<file path="src/rtl/util_axis_fifo_pkg.sv">
// Shared helpers, default sizes and pointer type for the parametrised AXI-Stream FIFO.
package util_axis_fifo_pkg;

    localparam int DEF_BUS_WIDTH  = 1;
    localparam int DEF_USER_WIDTH = 1;
    localparam int DEF_FIFO_DEPTH = 16;

    function automatic int clog2(input int value);
        int r;
        r = 0;
        while ((1 << r) < value) r++;
        return r;
    endfunction

    // One stored beat is {tdata, tuser, tlast}.
    function automatic int entry_width(input int bus_width, input int user_width);
        return bus_width * 8 + user_width + 1;
    endfunction

    localparam int DEF_ENTRY_W = entry_width(DEF_BUS_WIDTH, DEF_USER_WIDTH);
    localparam int DEF_PTR_W   = clog2(DEF_FIFO_DEPTH) + 1;

    typedef logic [DEF_PTR_W-1:0] ptr_t;

endpackage

</file>
<file path="src/rtl/util_axis_fifo_ctrl.sv">
// Pointer, occupancy and full/empty bookkeeping for util_axis_fifo_param.
// Pointers carry one extra wrap bit so full and empty are distinguishable.
module util_axis_fifo_ctrl
    import util_axis_fifo_pkg::*;
#(
    parameter int FIFO_DEPTH         = DEF_FIFO_DEPTH,
    parameter int ALMOST_FULL_THRESH = 12,
    localparam int AW                = clog2(FIFO_DEPTH),
    localparam int PW                = AW + 1
) (
    input  logic          clk,
    input  logic          rst_n,
    input  logic          wr_en,
    input  logic          rd_en,
    output logic [AW-1:0] wr_addr,
    output logic [AW-1:0] rd_addr,
    output logic [PW-1:0] count,
    output logic          empty,
    output logic          almost_full,
    output logic          s_ready
);

    logic [PW-1:0] wr_ptr_q, wr_ptr_d;
    logic [PW-1:0] rd_ptr_q, rd_ptr_d;
    logic [PW-1:0] count_q, count_d;
    logic          ready_q, ready_d;
    logic          full_d;

    always_comb begin
        wr_ptr_d = wr_ptr_q + PW'(wr_en);
        rd_ptr_d = rd_ptr_q + PW'(rd_en);
        count_d  = wr_ptr_d - rd_ptr_d;
        full_d   = (wr_ptr_d[AW-1:0] == rd_ptr_d[AW-1:0]) && (wr_ptr_d[AW] != rd_ptr_d[AW]);
        // Ready is registered from next-state pointers, so a read that frees a
        // slot only reopens the slave side on the following cycle.
        ready_d  = ~full_d;
    end

    always_ff @(posedge clk or negedge rst_n) begin
        if (!rst_n) begin
            wr_ptr_q <= '0;
            rd_ptr_q <= '0;
            count_q  <= '0;
            ready_q  <= 1'b0;
        end else begin
            wr_ptr_q <= wr_ptr_d;
            rd_ptr_q <= rd_ptr_d;
            count_q  <= count_d;
            ready_q  <= ready_d;
        end
    end

    assign wr_addr     = wr_ptr_q[AW-1:0];
    assign rd_addr     = rd_ptr_q[AW-1:0];
    assign count       = count_q;
    assign empty       = (count_q == '0);
    assign almost_full = (count_q >= PW'(ALMOST_FULL_THRESH));
    assign s_ready     = ready_q;

endmodule

</file>
<file path="src/rtl/util_axis_fifo_param.sv">
// Parametrised first-word-fall-through AXI-Stream FIFO with tuser/tlast and fill status.
// Define UTIL_AXIS_FIFO_PACKET_MODE_EN to present data only once a whole packet is stored.
module util_axis_fifo_param
    import util_axis_fifo_pkg::*;
#(
    parameter int BUS_WIDTH          = DEF_BUS_WIDTH,
    parameter int USER_WIDTH         = DEF_USER_WIDTH,
    parameter int FIFO_DEPTH         = DEF_FIFO_DEPTH,
    parameter int ALMOST_FULL_THRESH = 12,
    localparam int DW                = BUS_WIDTH * 8,
    localparam int CW                = clog2(FIFO_DEPTH) + 1
) (
    input  logic                  aclk,
    input  logic                  arstn,
    input  logic [DW-1:0]         s_axis_tdata,
    input  logic [USER_WIDTH-1:0] s_axis_tuser,
    input  logic                  s_axis_tlast,
    input  logic                  s_axis_tvalid,
    output logic                  s_axis_tready,
    output logic [DW-1:0]         m_axis_tdata,
    output logic [USER_WIDTH-1:0] m_axis_tuser,
    output logic                  m_axis_tlast,
    output logic                  m_axis_tvalid,
    input  logic                  m_axis_tready,
    output logic [CW-1:0]         count,
    output logic                  almost_full,
    output logic                  empty
);

    localparam int EW = entry_width(BUS_WIDTH, USER_WIDTH);
    localparam int AW = CW - 1;

    logic [EW-1:0] mem_q [FIFO_DEPTH];
    logic [AW-1:0] wr_addr, rd_addr;
    logic [EW-1:0] rd_entry;
    logic          s_ready, wr_en, rd_en, out_vld;

    assign wr_en = s_axis_tvalid & s_ready;
    assign rd_en = out_vld & m_axis_tready;

    util_axis_fifo_ctrl #(
        .FIFO_DEPTH        (FIFO_DEPTH),
        .ALMOST_FULL_THRESH(ALMOST_FULL_THRESH)
    ) u_ctrl (
        .clk        (aclk),
        .rst_n      (arstn),
        .wr_en      (wr_en),
        .rd_en      (rd_en),
        .wr_addr    (wr_addr),
        .rd_addr    (rd_addr),
        .count      (count),
        .empty      (empty),
        .almost_full(almost_full),
        .s_ready    (s_ready)
    );

    always_ff @(posedge aclk) begin
        if (wr_en) mem_q[wr_addr] <= {s_axis_tdata, s_axis_tuser, s_axis_tlast};
    end

    assign rd_entry = mem_q[rd_addr];

`ifdef UTIL_AXIS_FIFO_PACKET_MODE_EN
    logic [CW-1:0] pkt_cnt_q, pkt_cnt_d;
    logic          wr_last, rd_last, fifo_full;

    assign wr_last   = wr_en & s_axis_tlast;
    assign rd_last   = rd_en & rd_entry[0];
    assign fifo_full = (count == CW'(FIFO_DEPTH));

    always_comb begin
        pkt_cnt_d = pkt_cnt_q;
        if (wr_last && !rd_last) pkt_cnt_d = pkt_cnt_q + 1'b1;
        else if (rd_last && !wr_last) pkt_cnt_d = pkt_cnt_q - 1'b1;
    end

    always_ff @(posedge aclk or negedge arstn) begin
        if (!arstn) pkt_cnt_q <= '0;
        else        pkt_cnt_q <= pkt_cnt_d;
    end

    // A full FIFO with no tlast stored releases its head so it cannot deadlock.
    assign out_vld = ~empty & ((pkt_cnt_q != '0) | fifo_full);
`else
    assign out_vld = ~empty;
`endif

    assign {m_axis_tdata, m_axis_tuser, m_axis_tlast} = out_vld ? rd_entry : '0;
    assign m_axis_tvalid = out_vld;
    assign s_axis_tready = s_ready;

endmodule
</file>
<file path="config.mk">
export PLATFORM = sky130hd
export DESIGN_NAME = util_axis_fifo_param
export DESIGN_NICKNAME = d
export VERILOG_FILES = /design/src/rtl/util_axis_fifo_pkg.sv /design/src/rtl/util_axis_fifo_ctrl.sv /design/src/rtl/util_axis_fifo_param.sv
export SDC_FILE = /design/constraint.sdc
export NUM_CORES = 1
export LEC_CHECK = 0
export CORE_MARGIN = 2
export CORE_UTILIZATION = 64
export DETAILED_ROUTE_END_ITERATION = 12
export PLACE_DENSITY = 0.85
export SYNTH_ARGS = -nofsm -noshare
export SYNTH_HDL_FRONTEND = slang
export SYNTH_SLANG_ARGS = --single-unit
</file>
<file path="constraint.sdc">
create_clock -name aclk -period 5.8 [get_ports aclk]
set_input_delay 1.16 -clock aclk [delete_from_list [all_inputs] [get_ports aclk]]
set_output_delay 1.16 -clock aclk [all_outputs]
set_load 0.01 [all_outputs]
</file>
==> key figures <==
Outcome
  – Status: complete, no violations

Drt
  – Vias: roughly 3,500
  – Drt first pass iters: 4
  – Iteration-0 DRC Markers: around 370
  – Wire per inst: about 27 microns
  – Routed wire length: 14,410 microns
  – Vias per cell: around 6.7
  – # DRC: 0
  – ANT nets after route: 0

Finish
  – Area added between synthesis and finish: 15.21%
  – Commonest non-fill, non-tap cell in the layout: edfxtp_1
  – Register area: between 5000 and 6000 sq um
  – Multi-input logic area: between 1500 and 2000 sq um
  – Most frequent cells in the layout: 160 x edfxtp_1, 40 x mux4_2, 32 x clkdlybuf4s50_1, 20 x a22oi_1, 18 x clkbuf_16
  – Design Area, Final: ~7900 sq um
  – Antenna cell count: 0
  – FILL cells: roughly 540
  – Share of cells above drive strength 1: 0.2159
  – Layout Nets: roughly 400

Floorplan
  – IO Count: 33
  – Starting density of the core: 0.6614
  – Chip Width: between 100 and 150 microns
  – Die Height: 107.5 microns
  – Core area: 10,370 sq um
  – Rows: 37
  – Die footprint: ~12,000 sq um

Clock network
  – CTS buffer count: 17
  – Post-CTS setup buffers: 0
  – CTS tree: done
  – CTS Sinks: 176
  – H-tree depth: 4
  – CTS Buffer Depth: 2
  – Root buffer cell: clkbuf_8
  – Clk slew on worst S/H paths: ~0.070 ns
  – Gates resized, CTS repair: 0
  – Clk_lat worst skew: 0.55 ns
  – Post-CTS Hold Buffers: 0

Synthesis
  – Cells after synthesis: approximately 340
  – Post-Syn Nets: approximately 360
  – Sequential area share after synthesis: 0.7588
  – Top_reg_cell synth: edfxtp_1
  – Synthesized cell area: between 6000 and 7000 sq um
  – EDFF count, synth: 160
  – Asr flop ratio synth: 0.09091
  – Yosys reg bits: between 150 and 200
  – Syn avg cell area: a little over 20 sq um
  – Synthesis Warnings: 0
  – Netlist cell types: 28

Global route
  – Largest net degree at the start of global routing: 44
  – Vias in the first global route: 3,651
  – Initial antenna violation count: 0
  – First-pass GRT wire length: 22,010 microns
  – Grt ovf: 0
  – Tot GR Track Use: 0.2764

Timing
  – Final hold vios: 0
  – Relative slew slack: 0.1895
  – Final setup viols: 0
  – Worst setup margin: 1.242 ns
  – Fin. max-slew vios: 0
  – Measured slew at the worst slew-check pin: around 1.2 ns
  – Part of the cycle the worst path needs: 0.7858
  – Min Tclk post-route: 4.558 ns
  – Clock skew: between 0.01 and 0.015 ns
  – Unrepaired setup endpoints after global routing: no
  – Setup TNS: 0 ns
  – Max Freq: ~0.22 GHz

Worst setup path
  – Crit-path max FO: 29
  – Critical Path Source Type: register
  – Critical path origin: u_ctrl.rd_ptr_q[0]
  – Worst setup EP type: primary output
  – Worst endpoint required time: between 4 and 5 ns
  – CP Class: reg2out
  – Worst reg2reg path startpoint: u_ctrl.count[2]
  – Crit path DAT: ~3.4 ns

Flow run
  – Max-Cap Viols: 0

Placement
  – Post-DP HPWL: between 8000 and 9000 microns
  – Area of placed instances: 7321 sq um
  – DP Worst Slack: between 1.5 and 2 ns
  – Placer Congestion: slightly below 0.8
  – PortBufs: 32

Min path
  – Hold path start: u_ctrl.wr_ptr_q[4]
  – HP Class: reg2reg

Power and ir drop
  – Pwr Density: between 500 and 600 nW/um^2
  – Lkg Pwr: ~2.6 nW
  – Max rail drop VDD: about 550 uV
  – Pwr Total: roughly 4.3 mW
synthesized netlist by cell type (2+ instances only):
| cell | number | share of area |
|---|---|---|
| a21oi_1 | 12 | 0.0088 |
| a22oi_1 | 20 | 0.022 |
| and2_1 | 2 | 0.0018 |
| buf_1 | 5 | 0.0027 |
| buf_2 | 6 | 0.0044 |
| clkbuf_1 | 4 | 0.0022 |
| dfrtp_1 | 16 | 0.058 |
| edfxtp_1 | 160 | 0.70 |
| ha_1 | 6 | 0.011 |
| inv_1 | 9 | 0.0049 |
| maj3_2 | 2 | 0.0033 |
| mux4_2 | 40 | 0.13 |
| nand2_1 | 3 | 0.0016 |
| nand2b_1 | 2 | 0.0018 |
| nand3_1 | 6 | 0.0044 |
| nand3b_1 | 2 | 0.0022 |
| nor2_1 | 16 | 0.0088 |
| nor2b_1 | 3 | 0.0027 |
| nor3_1 | 4 | 0.0029 |
| xnor2_1 | 9 | 0.011 |
| xor2_1 | 2 | 0.0026 |
per-layer routing:
metal / GRT usage / vias to the layer above / part of all wire
met1: 0.3790 / 1797 / 0.38
met2: 0.4340 / 235 / 0.51
met5: 0 / - / 0
met3: 0.07506 / 27 / 0.081
li1: - / 1449 / -
met4: 0.1053 / 0 / 0.026
state kept, by name, indices dropped and copies added (netlist names):
register         cells
mem_q              160
u_ctrl.count         5
u_ctrl.rd_ptr_q      5
u_ctrl.wr_ptr_q      5
u_ctrl.s_ready       1
power breakdown:
part           total (mW)  leakage, nW  switching [mW]  internal (mW)
combinational        1.36        0.661           0.654          0.706
clock                1.10        0.288           0.489          0.611
sequential           1.79         1.63           0.216           1.58
total                4.25         2.58            1.36           2.89
worst paths after layout:
path | to | slack [ns] | cells past startpoint
min in group asynchronous | u_ctrl.count[4] | 1.03 | 1
hold reg to reg | u_ctrl.wr_ptr_q[4] | 0.54 | 2
max in group asynchronous | u_ctrl.rd_ptr_q[2] | 4.29 | 1
setup reg to reg | u_ctrl.count[4] | 1.97 | 11
setup / recovery | m_axis_tdata[4] | 1.24 | 5
hold / removal | u_ctrl.wr_ptr_q[4] | 0.54 | 2
cell type report:
class,count,share of cell area
repair buffers,37,0.04528
clock buffers,21,0.06222
well taps,136,0.02153
multi-input cells,135,0.1963
clock inverters,11,0.01140
flip-flops and latches,176,0.6590
inverters,9,0.004275
worst max-delay path, stage by stage, from the launching register on:
cell             delay [ns]
dfrtp_2                1.00
buf_4                  0.42
mux4_2                 0.54
a22oi_1                0.23
a21oi_1                0.10
clkdlybuf4s50_1        0.54
logic make-up after synthesis:
logic type      Yosys count  synth area share
mux                      40            0.1313
buf+inv                  25           0.01496
flops                   176            0.7588
simple gates             40           0.02864
fa+ha+maj                 9           0.01569
compound gates           33           0.03174
xor+xnor                 13           0.01879
metrics by stage:
stage / utilization / instances / hold slack (ns)
2_1_floorplan: - / 336 / 0.4782
3_3_place_gp: 0.7060 / 493 / 0.5008
3_5_place_dp: 0.7060 / 493 / 0.5288
4_1_cts: 0.7621 / 525 / 0.5454
5_1_grt: 0.7621 / 525 / 0.5819
6_report: 0.7621 / 525 / 0.5362
Note: power is estimated with default switching activity, not from simulation.
